$ cat config.mk
export PLATFORM = sky130hd
export DESIGN_NAME = bcrypt_wrapper_pipe
export DESIGN_NICKNAME = d
export VERILOG_FILES = /design/src/rtl/bcrypt_wrapper_pkg.sv /design/src/rtl/bcrypt_proxy.sv /design/src/rtl/bcrypt_wrapper_lane.sv /design/src/rtl/bcrypt_wrapper_pipe.sv
export SDC_FILE = /design/constraint.sdc
export NUM_CORES = 1
export LEC_CHECK = 0
export CAP_MARGIN = 10
export CORE_ASPECT_RATIO = 1.25
export CORE_MARGIN = 4
export CORE_UTILIZATION = 58
export CTS_CLUSTER_SIZE = 25
export DETAILED_ROUTE_END_ITERATION = 12
export PLACE_DENSITY = 0.82
export SLEW_MARGIN = 20
export SYNTH_ARGS = -nofsm -noshare
export SYNTH_HDL_FRONTEND = slang
export SYNTH_HIERARCHICAL = 1
export SYNTH_SLANG_ARGS = --single-unit
$ cat constraint.sdc
create_clock -name CLK -period 2.97 [get_ports CLK]
set_input_delay 0.594 -clock CLK [delete_from_list [all_inputs] [get_ports CLK]]
set_output_delay 0.594 -clock CLK [all_outputs]
set_load 0.01 [all_outputs]
$ cat src/rtl/bcrypt_wrapper_pkg.sv
// rtl/bcrypt_wrapper_pkg.sv - shared constants and helpers for the bcrypt proxy wrapper
package bcrypt_wrapper_pkg;

    localparam logic [1:0] CTRL_DATA        = 2'b00;
    localparam logic [1:0] CTRL_INIT_START  = 2'b01;
    localparam logic [1:0] CTRL_CRYPT_START = 2'b10;
    localparam logic [1:0] CTRL_END         = 2'b11;

    localparam int CONF_NUM_CORES_LSB = 0;
    localparam int CONF_NUM_CORES_W   = 8;
    localparam int CONF_REGS_LSB      = 8;
    localparam int CONF_REGS_W        = 4;
    localparam int CONF_CORES_ND_LSB  = 12;
    localparam int CONF_IS_DUMMY_BIT  = 31;

    localparam int MAX_REGS = 4;
    localparam int MASK_W   = 4;

    // Readies stay hidden for the full write-to-proxy plus ready-return round trip.
    function automatic logic [MASK_W-1:0] mask_load(input int regs);
        return MASK_W'(2 * regs + 1);
    endfunction

endpackage

$ cat src/rtl/bcrypt_proxy.sv
// rtl/bcrypt_proxy.sv - behavioural stand-in proxy with one-cycle registered status
module bcrypt_proxy
    import bcrypt_wrapper_pkg::*;
#(
    parameter int NUM_CORES = 1,
    parameter bit DUMMY     = 1'b0,
    parameter int DIN_WIDTH = 8
) (
    input  logic                 CLK,
    input  logic                 mode_cmp,
    input  logic [DIN_WIDTH-1:0] din,
    input  logic [1:0]           ctrl,
    input  logic                 wr_en,
    input  logic                 rd_en,
    output logic                 init_ready,
    output logic                 crypt_ready,
    output logic                 empty,
    output logic                 dout
);

    localparam logic ACTIVE = (NUM_CORES != 0) || DUMMY;

    // Status is a pure function of last cycle's inputs, so it needs no reset of its own.
    always_ff @(posedge CLK) begin
        init_ready  <= ACTIVE && !(wr_en && ctrl == CTRL_END);
        crypt_ready <= ACTIVE && !(wr_en && ctrl == CTRL_CRYPT_START);
        empty       <= !(wr_en && ctrl == CTRL_DATA);
        dout        <= rd_en ? ((^din) ^ mode_cmp) : (wr_en & din[0]);
    end

endmodule

$ cat src/rtl/bcrypt_wrapper_lane.sv
// rtl/bcrypt_wrapper_lane.sv - per-proxy enable taps, return pipeline and ready mask
module bcrypt_wrapper_lane
    import bcrypt_wrapper_pkg::*;
#(
    parameter int REGS      = 1,
    parameter int NUM_CORES = 1,
    parameter bit DUMMY     = 1'b0,
    parameter int DIN_WIDTH = 8
) (
    input  logic                 CLK,
    input  logic                 RST_N,
    input  logic                 mode_cmp,
    input  logic                 wr_en,
    input  logic                 rd_en,
    input  logic                 end_write,
    input  logic [DIN_WIDTH-1:0] din,
    input  logic [1:0]           ctrl,
    output logic                 init_ready,
    output logic                 crypt_ready,
    output logic                 empty,
    output logic                 dout
);

    if (REGS < 1 || REGS > MAX_REGS) begin : g_bad_regs
        $error("bcrypt_wrapper_lane: regs must be 1..4");
    end

    logic [REGS-1:0]   wr_sr, rd_sr;
    logic [REGS-1:0]   ir_sr, cr_sr, em_sr, do_sr;
    logic [MASK_W-1:0] mask_cnt;
    logic              p_init_ready, p_crypt_ready, p_empty, p_dout;

    // Enable taps toward the proxy: REGS-deep shift of this proxy's wr_en/rd_en bit.
    always_ff @(posedge CLK) begin
        if (!RST_N) begin
            wr_sr <= '0;
            rd_sr <= '0;
        end else begin
            wr_sr[0] <= wr_en;
            rd_sr[0] <= rd_en;
            for (int k = 1; k < REGS; k++) begin
                wr_sr[k] <= wr_sr[k-1];
                rd_sr[k] <= rd_sr[k-1];
            end
        end
    end

    // Return path: REGS flops per status bit; empty idles high so the arbiter never pops garbage.
    always_ff @(posedge CLK) begin
        if (!RST_N) begin
            ir_sr <= '0;
            cr_sr <= '0;
            em_sr <= '1;
            do_sr <= '0;
        end else begin
            ir_sr[0] <= p_init_ready;
            cr_sr[0] <= p_crypt_ready;
            em_sr[0] <= p_empty;
            do_sr[0] <= p_dout;
            for (int k = 1; k < REGS; k++) begin
                ir_sr[k] <= ir_sr[k-1];
                cr_sr[k] <= cr_sr[k-1];
                em_sr[k] <= em_sr[k-1];
                do_sr[k] <= do_sr[k-1];
            end
        end
    end

    // Mask counter: reload on every end-write, otherwise count down to zero.
    always_ff @(posedge CLK) begin
        if (!RST_N) begin
            mask_cnt <= '0;
        end else if (end_write) begin
            mask_cnt <= mask_load(REGS);
        end else if (mask_cnt != '0) begin
            mask_cnt <= mask_cnt - {{(MASK_W-1){1'b0}}, 1'b1};
        end
    end

    assign init_ready  = ir_sr[REGS-1] && (mask_cnt == '0);
    assign crypt_ready = cr_sr[REGS-1] && (mask_cnt == '0);
    assign empty       = em_sr[REGS-1];
    assign dout        = do_sr[REGS-1];

    bcrypt_proxy #(
        .NUM_CORES (NUM_CORES),
        .DUMMY     (DUMMY),
        .DIN_WIDTH (DIN_WIDTH)
    ) u_proxy (
        .CLK         (CLK),
        .mode_cmp    (mode_cmp),
        .din         (din),
        .ctrl        (ctrl),
        .wr_en       (wr_sr[REGS-1]),
        .rd_en       (rd_sr[REGS-1]),
        .init_ready  (p_init_ready),
        .crypt_ready (p_crypt_ready),
        .empty       (p_empty),
        .dout        (p_dout)
    );

endmodule

$ cat src/rtl/bcrypt_wrapper_pipe.sv
// rtl/bcrypt_wrapper_pipe.sv - pipelined multi-proxy bcrypt wrapper with ready masking
module bcrypt_wrapper_pipe
    import bcrypt_wrapper_pkg::*;
#(
    parameter int                        NUM_PROXIES = 2,
    parameter int                        DIN_WIDTH   = 8,
    parameter logic [32*NUM_PROXIES-1:0] PROXY_CONF  = {32'h0000_0201, 32'h0000_0101}
) (
    input  logic                   CLK,
    input  logic                   RST_N,
    input  logic                   mode_cmp,
    input  logic [DIN_WIDTH-1:0]   din,
    input  logic [1:0]             ctrl,
    input  logic [NUM_PROXIES-1:0] wr_en,
    input  logic [NUM_PROXIES-1:0] rd_en,
    output logic [NUM_PROXIES-1:0] init_ready,
    output logic [NUM_PROXIES-1:0] crypt_ready,
    output logic [NUM_PROXIES-1:0] empty,
    output logic [NUM_PROXIES-1:0] dout
);

    if (NUM_PROXIES < 1 || NUM_PROXIES > 32) begin : g_bad_count
        $error("bcrypt_wrapper_pipe: NUM_PROXIES must be 1..32");
    end

    logic [DIN_WIDTH-1:0] din_stage  [MAX_REGS];
    logic [1:0]           ctrl_stage [MAX_REGS];
    logic [MAX_REGS-2:0]  any_wr_r;

    // Shared data chain: each stage advances only behind a write, so every tap holds its byte.
    always_ff @(posedge CLK) begin
        if (!RST_N) begin
            any_wr_r <= '0;
            for (int k = 0; k < MAX_REGS; k++) begin
                din_stage[k]  <= '0;
                ctrl_stage[k] <= '0;
            end
        end else begin
            any_wr_r[0] <= |wr_en;
            for (int k = 1; k < MAX_REGS - 1; k++) begin
                any_wr_r[k] <= any_wr_r[k-1];
            end
            if (|wr_en) begin
                din_stage[0]  <= din;
                ctrl_stage[0] <= ctrl;
            end
            for (int k = 1; k < MAX_REGS; k++) begin
                if (any_wr_r[k-1]) begin
                    din_stage[k]  <= din_stage[k-1];
                    ctrl_stage[k] <= ctrl_stage[k-1];
                end
            end
        end
    end

    for (genvar i = 0; i < NUM_PROXIES; i++) begin : g_lane
        localparam int R   = int'(PROXY_CONF[32*i+CONF_REGS_LSB +: CONF_REGS_W]);
        localparam int TAP = (R >= 1 && R <= MAX_REGS) ? R - 1 : 0;

        bcrypt_wrapper_lane #(
            .REGS      (R),
            .NUM_CORES (int'(PROXY_CONF[32*i+CONF_NUM_CORES_LSB +: CONF_NUM_CORES_W])),
            .DUMMY     (PROXY_CONF[32*i+CONF_IS_DUMMY_BIT]),
            .DIN_WIDTH (DIN_WIDTH)
        ) u_lane (
            .CLK         (CLK),
            .RST_N       (RST_N),
            .mode_cmp    (mode_cmp),
            .wr_en       (wr_en[i]),
            .rd_en       (rd_en[i]),
            .end_write   (wr_en[i] && ctrl == CTRL_END),
            .din         (din_stage[TAP]),
            .ctrl        (ctrl_stage[TAP]),
            .init_ready  (init_ready[i]),
            .crypt_ready (crypt_ready[i]),
            .empty       (empty[i]),
            .dout        (dout[i])
        );
    end

endmodule

==> qor.csv, run 1 <==
stage,metric,value,unit
synthesis,ys.flop_type,dfxtp_1,
run,maxCapViolations,0,
floorplan,ioPinCount,25,
worst_setup_path,worst-path-buf-inv,2,
clock_network,tritoncts,done,
timing,hold_violations,0,
worst_setup_path,end_kind,primary output,
timing,rsz0062_at_grt,false,
placement,port_buffers,24,
worst_setup_path,reg2reg_depth,5,
timing,worst_slack,0.399,ns
worst_setup_path,rrSetupSlack,1.47,ns
timing,min_period,2.57,ns
finish,layout_common_cells,"35 x dfxtp_1, 24 x clkdlybuf4s50_1, 20 x edfxtp_1, 19 x xnor2_1, 17 x and2_1",
finish,layout_commonest_cell,dfxtp_1,
grt,grt_pass1_wl,6080,µm
floorplan,die-area,4760,µm²
timing,slew_headroom,71.1,%
power_and_ir_drop,p_sw_share,27.1,%
floorplan,fp.coreArea,3540,µm²
clock_network,htreeDepth,2,
power_and_ir_drop,vdd_drop_max,0.444,mV
finish,area_delta_synth_final,16.8,%
finish,final_area,2520,µm²
synthesis,seq_area_frac_synth,60.4,%
detailed_routing,vias,1288,
placement,post_dp_cell_area,2410,µm²
worst_setup_path,r2r_end,g_lane[1].u_lane/mask_cnt[1],
power_and_ir_drop,leakage,1.05,nW
synthesis,syn_area,2150,µm²
synthesis,synth_edf_count,20,
timing,fin_skew,0.00368,ns
finish,fin_util,71.0,%
timing,setup_tns,0,ns
grt,grt_start_max_net_pins,45,
floorplan,rows,24,
clock_network,cts_buffers,5,
clock_network,cts_setup_buffers,0,
placement,hpwl,2490,µm
synthesis,syn_avg_cell_area,12.7,µm²
detailed_routing,ant_nets,0,
worst_setup_path,arrival,1.98,ns
power_and_ir_drop,switchingPower,0.000507,W
clock_network,insertion_delay,0.30,ns
clock_network,clk_path_buf_depth,2,
worst_setup_path,cpMaxStageDelayCell,clkdlybuf4s50_1,
worst_setup_path,crit_type,reg2out,
clock_network,cts_resized,0,
floorplan,die_w,62.5,µm
worst_hold_path,hold_path.startpoint,g_lane[0].u_lane/u_proxy/empty,
worst_hold_path,hold_end,g_lane[0].u_lane/empty,
finish,drive_gt1_share,9.14,%
worst_hold_path,hold_class,reg2reg,
detailed_routing,drc,0,
clock_network,cts_hold_buf,0,
worst_setup_path,max_stage_delay,0.52,ns
clock_network,cts_sinks,55,
placement,gp_congestion,0.678,
power_and_ir_drop,seqPwrFrac,50.2,%
detailed_routing,drtPass1Iterations,4,
synthesis,async_reset_ff_share,0,%
synthesis,synth_cells,170,
timing,hold-worst-slack,0.421,ns
timing,max_slew.worst_pin.slew,0.434,ns
timing,fin_crit_sh,86.6,%
worst_hold_path,hold_depth,1,
timing,maxSlewViolCount,0,
power_and_ir_drop,p_per_area,743,nW/µm²
synthesis,synth_seq_cells,55,
timing,setup_viol,0,
worst_setup_path,crit_required,2.38,ns
synthesis,ys_types,32,
clock_network,clk_pin_slew,0.09,ns
detailed_routing,routed_via_density,5.46,
detailed_routing,wl_per_cell,14.6,µm
timing,max_freq,389,MHz
worst_setup_path,cp_cell_sequence,inv_1 -> ha_1 -> nor3b_4 -> and2_2 -> clkdlybuf4s50_1,
floorplan,initial_utilization,60.8,%
finish,nNetsFinal,216,
placement,post-place-ws,0.735,ns
finish,antenna_cells,0,
detailed_routing,first_iter_violations,63,
worst_setup_path,path_delay_family,buffers and inverters,
grt,antenna_found_initial,0,
worst_setup_path,worst_setup_path_start_kind,flip-flop,
power_and_ir_drop,p_int,0.00136,W
synthesis,yosysWarnings,6,
floorplan,die_h,76.1,µm
grt,grt.overflow.total,0,
grt,first_global_vias,1342,
grt,grtUsageTotal,16.3,%
run_status,status,finished clean,
power_and_ir_drop,comb_power_share,26.3,%
detailed_routing,drt-total-wl,3450,µm
worst_setup_path,crit_fanout,6,
worst_setup_path,r2r_start,g_lane[1].u_lane/mask_cnt[1],
clock_network,clock-root-buffer,clkbuf_8,
synthesis,synth_fp_nets,190,
power_and_ir_drop,clkPwrFrac,23.6,%
==> state kept, by name, summed over array words and instances (netlist names), 2 cells and up <==
name / flops
g_lane.u_lane/ir_sr: 3
g_lane.u_lane/cr_sr: 3
g_lane.u_lane/u_proxy/init_ready: 2
ctrl_stage: 4
g_lane.u_lane/wr_sr: 3
g_lane.u_lane/u_proxy/crypt_ready: 2
g_lane.u_lane/em_sr: 2
g_lane.u_lane/mask_cnt: 8
g_lane.u_lane/u_proxy/dout: 2
g_lane.u_lane/u_proxy/empty: 2
din_stage: 16
g_lane.u_lane/do_sr: 2
g_lane.u_lane/rd_sr: 3
==> area by class of cell <==
type | count | area [µm²]
timing repair buffer | 25 | 248
sequential | 55 | 1300
tap | 39 | 48.8
clock buffer | 7 | 96.3
multi-input combinational | 103 | 795
fill | 250 | 1030
inverter | 6 | 22.5
clock inverter | 1 | 6.26
==> power by group through the flow <==
| stage | clock, W | sequential (W) | combinational (W) |
|---|---|---|---|
| 2_1_floorplan | 0 | 0.000938 | 0.000369 |
| 3_3_place_gp | 0 | 0.000945 | 0.000461 |
| 3_5_place_dp | 0 | 0.000954 | 0.000490 |
| 4_1_cts | 0.000453 | 0.000938 | 0.000496 |
| 5_1_grt | 0.000484 | 0.000951 | 0.000543 |
| 6_report | 0.000441 | 0.000939 | 0.000491 |
==> metrics by stage <==
stage	total power [W]	instances
after global placement	0.00141	228
after global routing	0.00198	236
after detailed placement	0.00144	228
after floorplan	0.00131	170
final	0.00187	236
after CTS	0.00189	236
==> worst max path at each step <==
stage                                  from              to  slack [ns]  cells past startpoint
3_5_place_dp   g_lane[1].u_lane/mask_cnt[1]   init_ready[1]        0.73                      5
3_3_place_gp   g_lane[0].u_lane/mask_cnt[0]   init_ready[0]        0.80                      5
6_report       g_lane[1].u_lane/mask_cnt[1]   init_ready[1]        0.40                      5
2_1_floorplan  g_lane[1].u_lane/mask_cnt[1]  crypt_ready[1]        1.36                      4
4_1_cts        g_lane[1].u_lane/mask_cnt[1]   init_ready[1]        0.37                      5
5_1_grt        g_lane[1].u_lane/mask_cnt[1]   init_ready[1]        0.26                      5
==> Yosys cell counts (2+ instances only) <==
cell type / instances / share of area [%]
dfxtp_1: 35 / 33
edfxtp_1: 20 / 28
xnor2_1: 19 / 7.7
and2_1: 17 / 4.9
and3_1: 12 / 3.5
o211a_1: 10 / 4.6
inv_1: 6 / 1.0
nand2_1: 4 / 0.70
nand2b_1: 4 / 1.2
nand3b_1: 4 / 1.4
o21a_1: 4 / 1.4
buf_4: 3 / 1.0
ha_1: 3 / 1.7
a21oi_1: 2 / 0.46
and2_2: 2 / 0.70
buf_2: 2 / 0.46
mux2_1: 2 / 1.0
nand3_1: 2 / 0.46
nor2_1: 2 / 0.35
nor3_1: 2 / 0.46
o21ai_2: 2 / 0.81
or2b_1: 2 / 0.70
or3b_2: 2 / 0.81
==> logic make-up (layout without fill, tap and decap cells) <==
group | after synthesis | count (layout) | share of synthesized area, %
AOI/OAI and AO/OA | 19 | 19 | 8.01
xor gates and xnor gates | 19 | 19 | 7.72
adders and majority gates | 3 | 3 | 1.74
buffers and inverters | 12 | 39 | 2.73
DFF | 55 | 55 | 60.4
muxes | 3 | 3 | 1.51
and+or+nand+nor | 59 | 59 | 17.9
==> per-layer routing <==
| metal | up-vias | part of all wire, % | GRT usage, % |
|---|---|---|---|
| met4 | 0 | 2.6 | 7.95 |
| met3 | 11 | 4.3 | 6.05 |
| met1 | 600 | 40 | 17.7 |
| met2 | 38 | 53 | 27.9 |
| met5 | - | 0 | 0 |
| li1 | 639 | - | - |
==> worst reg2reg max path, delay by kind of cell (launching register included) <==
family / cells / cell delay, ns
AO/OA/AOI/OAI: 1 / 0.34
flip-flops: 1 / 0.33
AND/OR/NAND/NOR: 2 / 0.43
buffers and inverters: 1 / 0.08
adder cells (fa/ha/maj): 1 / 0.20
Note: power is estimated with default switching activity, not from simulation.
==> inputs of run 2 (changes only) <==
- CORE_MARGIN: 4 -> 2
- CORE_UTILIZATION: 58 -> 40
- PLACE_DENSITY: 0.82 -> default
- SLEW_MARGIN: 20 -> 25
==> run 2 against run 1 <==
Net effect: flip-flop and latch count unchanged; fmax increased by 0.32%; critical path depth unchanged; combinational power about the same; utilization decreased by 21 points; critical path type unchanged.
==> qor.csv, run 2 (synthesis results as in run 1) <==
stage,metric,value,unit
run_status,status,finished clean,
finish,layout_common_cells,"35 x dfxtp_1, 24 x clkdlybuf4s50_1, 20 x edfxtp_1, 19 x xnor2_1, 17 x and2_1",
detailed_routing,drt-total-wl,3050,µm
finish,top_register,din_stage,
finish,layout_commonest_cell,dfxtp_1,
timing,maxSlewViolCount,0,
worst_setup_path,crit_type,reg2out,
worst_setup_path,worst_setup_path_start_kind,flip-flop,
timing,slew_headroom,71.2,%
worst_setup_path,arrival,1.97,ns
worst_setup_path,crit_required,2.38,ns
finish,largestRegisters,"din_stage: 16 flops, g_lane.u_lane/mask_cnt: 8 flops, ctrl_stage: 4 flops",
worst_hold_path,hold_end,g_lane[1].u_lane/em_sr[0],
finish,drive_gt1_share,10.1,%
worst_setup_path,worst-path-buf-inv,2,
clock_network,cts_hold_buf,0,
power_and_ir_drop,leakage,1.06,nW
worst_setup_path,max_stage_delay,0.53,ns
worst_setup_path,crit_fanout,3,
clock_network,clock-root-buffer,clkbuf_8,
timing,rsz0062_at_grt,false,
grt,first_global_vias,1257,
detailed_routing,drtPass1Iterations,4,
timing,setup_tns,0,ns
finish,area_delta_synth_final,19.3,%
grt,grt_start_max_net_pins,28,
floorplan,die_w,69.6,µm
worst_hold_path,hold_class,reg2reg,
timing,setup_viol,0,
placement,gp_congestion,0.748,
worst_setup_path,r2r_end,g_lane[1].u_lane/mask_cnt[1],
detailed_routing,wl_per_cell,11.7,µm
run,maxCapViolations,0,
worst_setup_path,end_kind,primary output,
floorplan,fp.coreArea,5150,µm²
finish,antenna_cells,0,
clock_network,clk_path_buf_depth,2,
worst_setup_path,r2r_start,g_lane[1].u_lane/mask_cnt[0],
worst_setup_path,reg2reg_depth,5,
worst_setup_path,cp_cell_sequence,inv_1 -> ha_1 -> nor3b_1 -> and2_1 -> clkdlybuf4s50_1,
timing,max_freq,390,MHz
grt,grtUsageTotal,11.7,%
worst_hold_path,hold_path.startpoint,g_lane[1].u_lane/u_proxy/empty,
timing,hold-worst-slack,0.411,ns
floorplan,initial_utilization,41.8,%
clock_network,cts_sinks,55,
floorplan,ioPinCount,25,
detailed_routing,ant_nets,0,
detailed_routing,routed_via_density,4.81,
placement,port_buffers,24,
grt,grt.overflow.total,0,
clock_network,cts_buffers,5,
floorplan,rows,29,
worst_hold_path,hold_depth,1,
finish,largest_reg_flops,16,
placement,hpwl,2250,µm
finish,nNetsFinal,218,
timing,min_period,2.56,ns
timing,max_slew.worst_pin.slew,0.432,ns
timing,fin_skew,0.0119,ns
power_and_ir_drop,p_per_area,739,nW/µm²
detailed_routing,drc,0,
grt,grt_pass1_wl,5630,µm
worst_setup_path,rrSetupSlack,1.49,ns
clock_network,tritoncts,done,
clock_network,htreeDepth,2,
clock_network,insertion_delay,0.30,ns
finish,fill_cells,452,
grt,antenna_found_initial,0,
finish,final_cells,261,
finish,fin_util,49.9,%
timing,fin_crit_sh,86.3,%
detailed_routing,first_iter_violations,27,
worst_setup_path,cpMaxStageDelayCell,clkdlybuf4s50_1,
floorplan,die_h,86.1,µm
timing,hold_violations,0,
detailed_routing,vias,1256,
worst_setup_path,path_delay_family,buffers and inverters,
clock_network,cts_resized,0,
placement,place_inst,253,
clock_network,cts_setup_buffers,0,
floorplan,die-area,5990,µm²
clock_network,clk_pin_slew,0.10,ns
power_and_ir_drop,vdd_drop_max,0.354,mV
run 2: changes by cell type in the layout (fill, tap and decap cells not counted):
cell       delta
inv_4         -1
bufinv_16     +1
buf_4         +2
clkinv_2      +1
clkbuf_8      -2
clkinv_4      +1
run 2: worst max path at each step:
stage / start / to / slack, ns / depth (start not counted)
after floorplan: g_lane[1].u_lane/mask_cnt[1] / crypt_ready[1] / 1.36 / 4
after global placement: g_lane[0].u_lane/mask_cnt[0] / crypt_ready[0] / 0.78 / 5
after detailed placement: g_lane[0].u_lane/mask_cnt[0] / crypt_ready[0] / 0.73 / 5
after CTS: g_lane[0].u_lane/mask_cnt[0] / crypt_ready[0] / 0.38 / 5
after global routing: g_lane[1].u_lane/mask_cnt[0] / crypt_ready[1] / 0.27 / 5
final: g_lane[0].u_lane/mask_cnt[0] / crypt_ready[0] / 0.41 / 5
run 2: worst register-to-register path, stage by stage (launching register included):
cell and delay (ns):
dfxtp_1 0.35, inv_1 0.07, ha_1 0.19, nor3b_4 0.33
nor2b_1 0.12, a2111oi_2 0.33
run 2: area by class of cell:
class                           instances  area (µm²)  area share [%]
Sequential cell                        55        1300            50.6
Multi-Input combinational cell        103         795            30.9
Timing Repair Buffer                   27         263            10.2
Tap cell                               62        77.6            3.02
Clock buffer                            5        68.8            2.68
Clock inverter                          3        43.8            1.70
Inverter                                6        22.5           0.876
run 2: where the power goes:
part           internal (W)  total [W]  leakage [nW]  switching [W]
registers          0.000870   0.000936         0.514      0.0000661
logic              0.000283   0.000490         0.491       0.000207
clock network      0.000251   0.000475        0.0581       0.000224
total               0.00140    0.00190          1.06       0.000496
run 2: through the flow:
step	setup WS [ns]	power (W)	area (µm²)
2_1_floorplan	1.36	0.00131	2150
3_3_place_gp	0.782	0.00141	2460
3_5_place_dp	0.727	0.00145	2460
4_1_cts	0.376	0.00192	2570
5_1_grt	0.267	0.00201	2570
6_report	0.407	0.00190	2570
run 2: routing by layer:
layer | part of all wire, % | GRT usage, % | vias up
met5 | 0 | 0 | -
met4 | 1.0 | 3.15 | 0
met3 | 5.1 | 3.76 | 4
met2 | 50 | 20.7 | 28
met1 | 43 | 13.8 | 583
li1 | - | - | 641
